==> config.mk <==
export PLATFORM = sky130hd
export DESIGN_NAME = expr_alu_arbiter
export DESIGN_NICKNAME = d
export VERILOG_FILES = /design/src/rtl/expr_alu_arbiter.sv
export SDC_FILE = /design/constraint.sdc
export NUM_CORES = 1
export LEC_CHECK = 0
export CELL_PAD_IN_SITES_DETAIL_PLACEMENT = 0
export CELL_PAD_IN_SITES_GLOBAL_PLACEMENT = 1
export CORE_UTILIZATION = 39
export DETAILED_ROUTE_END_ITERATION = 12
export HOLD_SLACK_MARGIN = 0.1
export PLACE_DENSITY_LB_ADDON = 0.3
export SYNTH_ARGS = -nofsm -noshare
export SYNTH_HDL_FRONTEND = slang
export SYNTH_SLANG_ARGS = --single-unit
==> constraint.sdc <==
create_clock -name clk -period 2.9 [get_ports clk]
set_input_delay 0.58 -clock clk [delete_from_list [all_inputs] [get_ports clk]]
set_output_delay 0.58 -clock clk [all_outputs]
set_load 0.02 [all_outputs]
==> src/rtl/expr_alu_arbiter.sv <==
// Round-robin arbitrated ALU: grants one of NREQ requesters, executes its opcode
// (shifts iterate one bit per cycle) and holds the result until the consumer takes it.
module expr_alu_arbiter #(
    parameter  int WIDTH = 8,
    parameter  int NREQ  = 4,
    localparam int IDW   = $clog2(NREQ)
) (
    input  logic                  clk,
    input  logic                  rst,
    input  logic [NREQ-1:0]       req_valid,
    output logic [NREQ-1:0]       req_ready,
    input  logic [4*NREQ-1:0]     req_op,
    input  logic [WIDTH*NREQ-1:0] req_a,
    input  logic [WIDTH*NREQ-1:0] req_b,
    output logic                  rsp_valid,
    input  logic                  rsp_ready,
    output logic [IDW-1:0]        rsp_id,
    output logic [WIDTH-1:0]      rsp_data,
    output logic                  busy
);

    localparam int               CW      = $clog2(WIDTH);
    localparam logic [WIDTH-1:0] WIDTH_V = WIDTH'(WIDTH);

    typedef enum logic [1:0] {IDLE, EXEC, RESP} state_t;

    state_t           state;
    logic [IDW-1:0]   ptr;
    logic [IDW-1:0]   cur_id;
    logic [3:0]       cur_op;
    logic [WIDTH-1:0] cur_a;
    logic [WIDTH-1:0] cur_b;
    logic [WIDTH-1:0] acc;
    logic [CW-1:0]    cnt;

    logic             grant_any;
    logic [IDW-1:0]   grant_idx;
    logic [IDW-1:0]   cand;
    logic [3:0]       sel_op;
    logic [WIDTH-1:0] sel_a;
    logic [WIDTH-1:0] sel_b;
    logic [WIDTH-1:0] sel_n;
    logic             is_shift;
    logic [WIDTH-1:0] shift1;
    logic [WIDTH-1:0] alu_res;

    function automatic logic [WIDTH-1:0] zext(input logic bit_in);
        return {{(WIDTH-1){1'b0}}, bit_in};
    endfunction

    // First valid requester at or above the priority pointer, wrapping around.
    always_comb begin
        grant_any = 1'b0;
        grant_idx = '0;
        cand      = '0;
        for (int k = 0; k < NREQ; k++) begin
            cand = IDW'((int'(ptr) + k) % NREQ);
            if (!grant_any && req_valid[cand]) begin
                grant_any = 1'b1;
                grant_idx = cand;
            end
        end
    end

    // NOTE: req_ready is combinational so the handshake completes in the same cycle.
    assign req_ready = (state == IDLE && !rst && grant_any) ? (NREQ'(1) << grant_idx) : '0;

    assign sel_op = req_op[grant_idx*4 +: 4];
    assign sel_a  = req_a[grant_idx*WIDTH +: WIDTH];
    assign sel_b  = req_b[grant_idx*WIDTH +: WIDTH];
    assign sel_n  = sel_b % WIDTH_V;

    assign is_shift = (cur_op == 4'd10) || (cur_op == 4'd11) || (cur_op == 4'd12);

    always_comb begin
        case (cur_op)
            4'd10:   shift1 = {acc[WIDTH-2:0], 1'b0};
            4'd11:   shift1 = {1'b0, acc[WIDTH-1:1]};
            default: shift1 = {acc[WIDTH-1], acc[WIDTH-1:1]};
        endcase
    end

    always_comb begin
        case (cur_op)
            4'd0:    alu_res = cur_a & cur_b;
            4'd1:    alu_res = cur_a | cur_b;
            4'd2:    alu_res = cur_a ^ cur_b;
            4'd3:    alu_res = ~(cur_a ^ cur_b);
            4'd4:    alu_res = zext((|cur_a) && (|cur_b));
            4'd5:    alu_res = zext((|cur_a) || (|cur_b));
            4'd6:    alu_res = zext(cur_a == cur_b);
            4'd7:    alu_res = zext(cur_a != cur_b);
            4'd8:    alu_res = zext(cur_a < cur_b);
            4'd9:    alu_res = zext(cur_a >= cur_b);
            4'd13:   alu_res = cur_a + cur_b;
            4'd14:   alu_res = cur_a - cur_b;
            4'd15:   alu_res = zext(^cur_a);
            default: alu_res = '0;
        endcase
    end

    // NOTE: only control and output registers are reset; operand registers are
    // always loaded on accept before they are read.
    always_ff @(posedge clk) begin
        if (rst) begin
            state     <= IDLE;
            ptr       <= '0;
            rsp_valid <= 1'b0;
            rsp_id    <= '0;
            rsp_data  <= '0;
            busy      <= 1'b0;
        end else begin
            case (state)
                IDLE: begin
                    if (grant_any) begin
                        cur_id <= grant_idx;
                        cur_op <= sel_op;
                        cur_a  <= sel_a;
                        cur_b  <= sel_b;
                        acc    <= sel_a;
                        cnt    <= CW'(sel_n);
                        ptr    <= (grant_idx == IDW'(NREQ - 1)) ? '0 : grant_idx + 1'b1;
                        state  <= EXEC;
                        busy   <= 1'b1;
                    end
                end
                EXEC: begin
                    if (!is_shift || cnt == '0 || cnt == CW'(1)) begin
                        if (!is_shift)
                            rsp_data <= alu_res;
                        else if (cnt == '0)
                            rsp_data <= acc;
                        else
                            rsp_data <= shift1;
                        rsp_id    <= cur_id;
                        rsp_valid <= 1'b1;
                        state     <= RESP;
                    end else begin
                        acc <= shift1;
                        cnt <= cnt - 1'b1;
                    end
                end
                RESP: begin
                    if (rsp_ready) begin
                        rsp_valid <= 1'b0;
                        busy      <= 1'b0;
                        state     <= IDLE;
                    end
                end
                default: begin
                    state     <= IDLE;
                    rsp_valid <= 1'b0;
                    busy      <= 1'b0;
                end
            endcase
        end
    end

endmodule

# Yosys cells after proc, flatten, opt, wreduce, memory -nomap -nowiden
# Index checks and enable logic that the tools add are counted.
dict set report word_totals {
  register_bits 49
  input_bits 87
  out_inout_bits 16
}
dict set report op_classes {
  addsub 7
  order_cmp 6
  eq_ne 25
  shifts 4
  mux 37
  bitwise 7
  reduce_logical 30
}
# operator n
set op_table {}
lappend op_table {{one-hot mux 8 bit (13 select lines)} 1}
lappend op_table {{indexed part select 32 x 6 -> 8 bit} 2}
lappend op_table {{equality test 4 bit (second input constant)} 8}
lappend op_table {{two-way mux 8 bit} 4}
lappend op_table {{one-hot mux 8 bit (2 select lines)} 2}
lappend op_table {{equality test 4 x 3 -> 1 bit (second input constant)} 4}
lappend op_table {{two-way mux 2 bit} 8}
lappend op_table {{OR reduction 8 bit} 2}
lappend op_table {{indexed part select 16 x 5 -> 4 bit} 1}
lappend op_table {{< comparator 2 x 3 -> 1 bit (second input constant)} 4}
lappend op_table {{AND reduction 3 bit} 4}
lappend op_table {{two-way mux 1 bit} 11}
lappend op_table {{adder 8 bit} 1}
lappend op_table {{bitwise AND 8 bit} 1}
lappend op_table {{binary-select mux 1 bit (select 2 bit)} 4}
lappend op_table {{equality test 4 x 2 -> 1 bit (second input constant)} 2}
lappend op_table {{equality test 8 bit} 1}
lappend op_table {{>= comparator 8 bit} 1}
lappend op_table {{< comparator 8 bit} 1}
lappend op_table {{inequality test 2 bit (second input constant)} 4}
lappend op_table {{inequality test 8 bit} 1}
lappend op_table {{NOT 8 bit} 1}
lappend op_table {{bitwise OR 8 bit} 1}
lappend op_table {{XOR reduction 8 bit} 1}
lappend op_table {{other kinds (25)} 46}

# Longest topological paths before layout
dict set report logic_depth {
  depth_word 15
  ltp_mapped 10
  depth_no_buf 9
}

# Least setup slack after synthesis
# Ideal clock, no wire load.
dict set report synth_timing {
  path_type {input to output}
  from {in req_valid[2]}
  to {out req_ready[0]}
  arrival_ps 2357
  slack_ps -37
  cell_stages 4
  path_buffers 0
  path_cell_list {nor2_1 a211o_1 nor2_1 and2_1}
}
dict set report synth_between {
  elab_chain_cells 14
}
# item line
set synth_lines {}
lappend synth_lines {{from (decl)} 10} ;# input logic [NREQ-1:0] req_valid,
lappend synth_lines {{binary-select mux 1 bit (select 2 bit)} 58} ;# if (!grant_any && req_valid[cand]) begin
lappend synth_lines {{two-way mux 1 bit (implied by the code)} 58}
lappend synth_lines {{two-way mux 1 bit} 58}
lappend synth_lines {{zero test 1 bit} 58}
lappend synth_lines {{logical AND 1 bit} 58}
lappend synth_lines {{two-way mux 1 bit} 58}
lappend synth_lines {{zero test 1 bit} 58}
lappend synth_lines {{logical AND 1 bit} 58}
lappend synth_lines {{two-way mux 1 bit} 58}
lappend synth_lines {{zero test 1 bit} 58}
lappend synth_lines {{logical AND 1 bit} 58}
lappend synth_lines {{two-way mux 2 bit or two-way mux 1 bit (tied branches)} 58}
lappend synth_lines {{left shift 1 x 2 -> 4 bit or logical AND 1 bit (tied branches)} 66} ;# assign req_ready = (state == IDLE && !rst && grant_any) ? (NREQ'(1) << grant_idx) : '0;
lappend synth_lines {{two-way mux 4 bit *} 66}
lappend synth_lines {{to (decl)} 11} ;# output logic [NREQ-1:0] req_ready,
# Mark *: on every way between the ends. The rest lies on a longest branch, timed or not. The select of a mux whose other input is x is not followed.

# Worst setup path in the final report
dict set report layout_timing {
  from {in req_valid[3]}
  to {out req_ready[3]}
}
# Same word-level chain as after synthesis.

==> metrics.csv <==
metric,value,unit
overall power,3.47,mW
post-CTS setup buffers,0,
number of remaining DRC errors,0,
sequential area share after synthesis,29.3,%
synthesis-to-finish area growth,30.3,%
post-cts hold buffer count,0,
Setup CP Type,input pin to output port,
Setup crit start kind,input pin,
Setup WS pre-CTS,-0.328,ns
Clock Tree Root,clkbuf_16,
die width,109,um
post-synthesis cell count,499,
ys flop type,edfxtp_1,
placed insts,733,
largest net degree at the start of global routing,42,
YS warnings,0,
Worst Path Required,2.32,ns
Max H-tree Level,2,
vias,4225,
post-route ant nets,0,
number of flops mapped to enable cells by yosys,33,
most frequent cells in the layout,"clkdlybuf4s50_1, nor2_1, ha_1",
Pleak,2.30,nW
Slew @ Worst Pin,0.714,ns
"commonest non-fill, non-tap cell in the layout",clkdlybuf4s50_1,
FP Rows,38,
power per cell area,594,nW/um2
Die Area,11900,um2
IO buf count,102,
layout cells sized above 1,9.48,%
wire per inst,18.1,um
post-route insts no fill,741,
synthesized area,4480,um2
Worst setup EP type,output port,
worst hold slack,0.466,ns
CTS tree,built,
clk sinks,49,
HP Class,flip-flop to flip-flop,
initial antenna violation count,0,
run status,finished clean,
clock-pin slew on the worst setup and hold paths,0.07,ns
RSZ-0062 raised after global routing,no,
HPWL after DPL,10700,um
"Avg Cell Area, Syn",8.98,um2
Starting Density,40.6,%
Max Fclk,355,MHz
Final Cell Area,5840,um2
setup_tns,0,ns
Synth Register Bits,49,
Worst-Skew Late Latency,0.29,ns
antenna diode count,0,
setup ws final,0.0849,ns
synth unique cells,71,
die height,109,um
Async SR Flop Fraction,0,%
Overflow after GRT,0,
Max-Cap Viols,0,
Worst Clk Skew,0.00264,ns
clock buffer count from CTS,5,
min Tclk post-route,2.82,ns
vias per cell,5.70,
Core ar.,11000,um2
VDD IR max,0.000332,V
first-pass GRT wire length,21200,um
Crit Path Max Fanout,4,
Final #Nets,725,
post-synth net total,624,
"Slew Viols, Final",0,
maximum buffer depth of the clock tree,2,
DR iter-0 viols,181,
DRT Pass-1 Iters,5,
Setup Viol. Count Final,0,
final count of hold timing violations,0,
CP arrival,2.24,ns
number of global-route vias before repair,4213,
Total Routed Length,13400,um
Placed Instance Area,5700,um2
Ports,103,
"Core Util, Final",52.9,%
overall routing resource usage,23.3,%
Final GP Congestion,0.891,
reg2reg setup slack,0.18,ns
"Period Utilization, post-route",97.1,%
worst rel slew slack,51.8,%
logic make-up after synthesis:
logic type | after synthesis | synth area share (%)
mux | 43 | 10.0
compound gates | 160 | 26.4
buf+inv | 69 | 6.76
flops | 49 | 29.3
fa+ha+maj | 38 | 10.9
simple gates | 134 | 15.5
xor+xnor | 6 | 1.17
cell type report:
type / instances / area (um2)
Sequential cell: 49 / 1310
Clock buffer: 6 / 129
Clock inverter: 2 / 13.8
Timing Repair Buffer: 127 / 1190
Inverter: 36 / 135
Tap cell: 140 / 175
Multi-Input combinational cell: 381 / 2880
Fill cell: 1018 / 5190
sequential cells by signal, summed over array words and instances (netlist names):
register	flops
acc	8
rsp_data	8
state	2
ptr	2
cnt	3
cur_id	2
cur_a	8
busy	1
cur_op	4
rsp_valid	1
rsp_id	2
cur_b	8
worst max-delay path, stage by stage:
cell and delay (ns):
clkdlybuf4s50_1 0.50, inv_1 0.08, o2bb2ai_1 0.13, a211o_1 0.31, inv_2 0.11, ha_1 0.16, and2_1 0.11, clkdlybuf4s15_2 0.25
per-layer routing:
| metal | vias to the layer above | GRT usage (%) | wire length [um] |
|---|---|---|---|
| li1 | 2062 | - | - |
| met1 | 1997 | 30.0 | 5960 |
| met2 | 145 | 39.7 | 6470 |
| met3 | 21 | 3.11 | 669 |
| met4 | 0 | 8.19 | 291 |
| met5 | - | 0 | 0 |
path summary, 6_finish.rpt:
| kind | cells past startpoint | to | start |
|---|---|---|---|
| max reg2reg | 9 | rsp_data[6] | cur_a[0] |
| max | 8 | req_ready[3] | req_valid[3] |
| min | 2 | rsp_id[0] | rsp_id[0] |
| min reg2reg | 2 | rsp_id[0] | rsp_id[0] |
Yosys cell counts (14+ instances only):
master | instances | area (um2)
a21boi_0 | 22 | 165
clkbuf_1 | 14 | 52.6
inv_1 | 36 | 135
ha_1 | 36 | 450
edfxtp_1 | 33 | 991
nand2_1 | 31 | 116
mux2i_1 | 34 | 340
o31ai_1 | 17 | 128
a21oi_1 | 20 | 100
nor2_1 | 39 | 146
dfxtp_1 | 16 | 320
a211oi_1 | 32 | 240
power by group:
part	leakage, nW	switching (mW)	total (mW)	internal (mW)
clock	0.0712	0.273	0.596	0.323
combinational	1.79	1.02	1.82	0.798
sequential	0.444	0.119	1.05	0.932
total	2.30	1.42	3.47	2.05
repair_timing:
action                                  CTS  global route
pin swaps                                 1             1
gates resized for setup                  10             7
endpoints found under the setup margin    4             4
(Power assumes the default switching activity.)
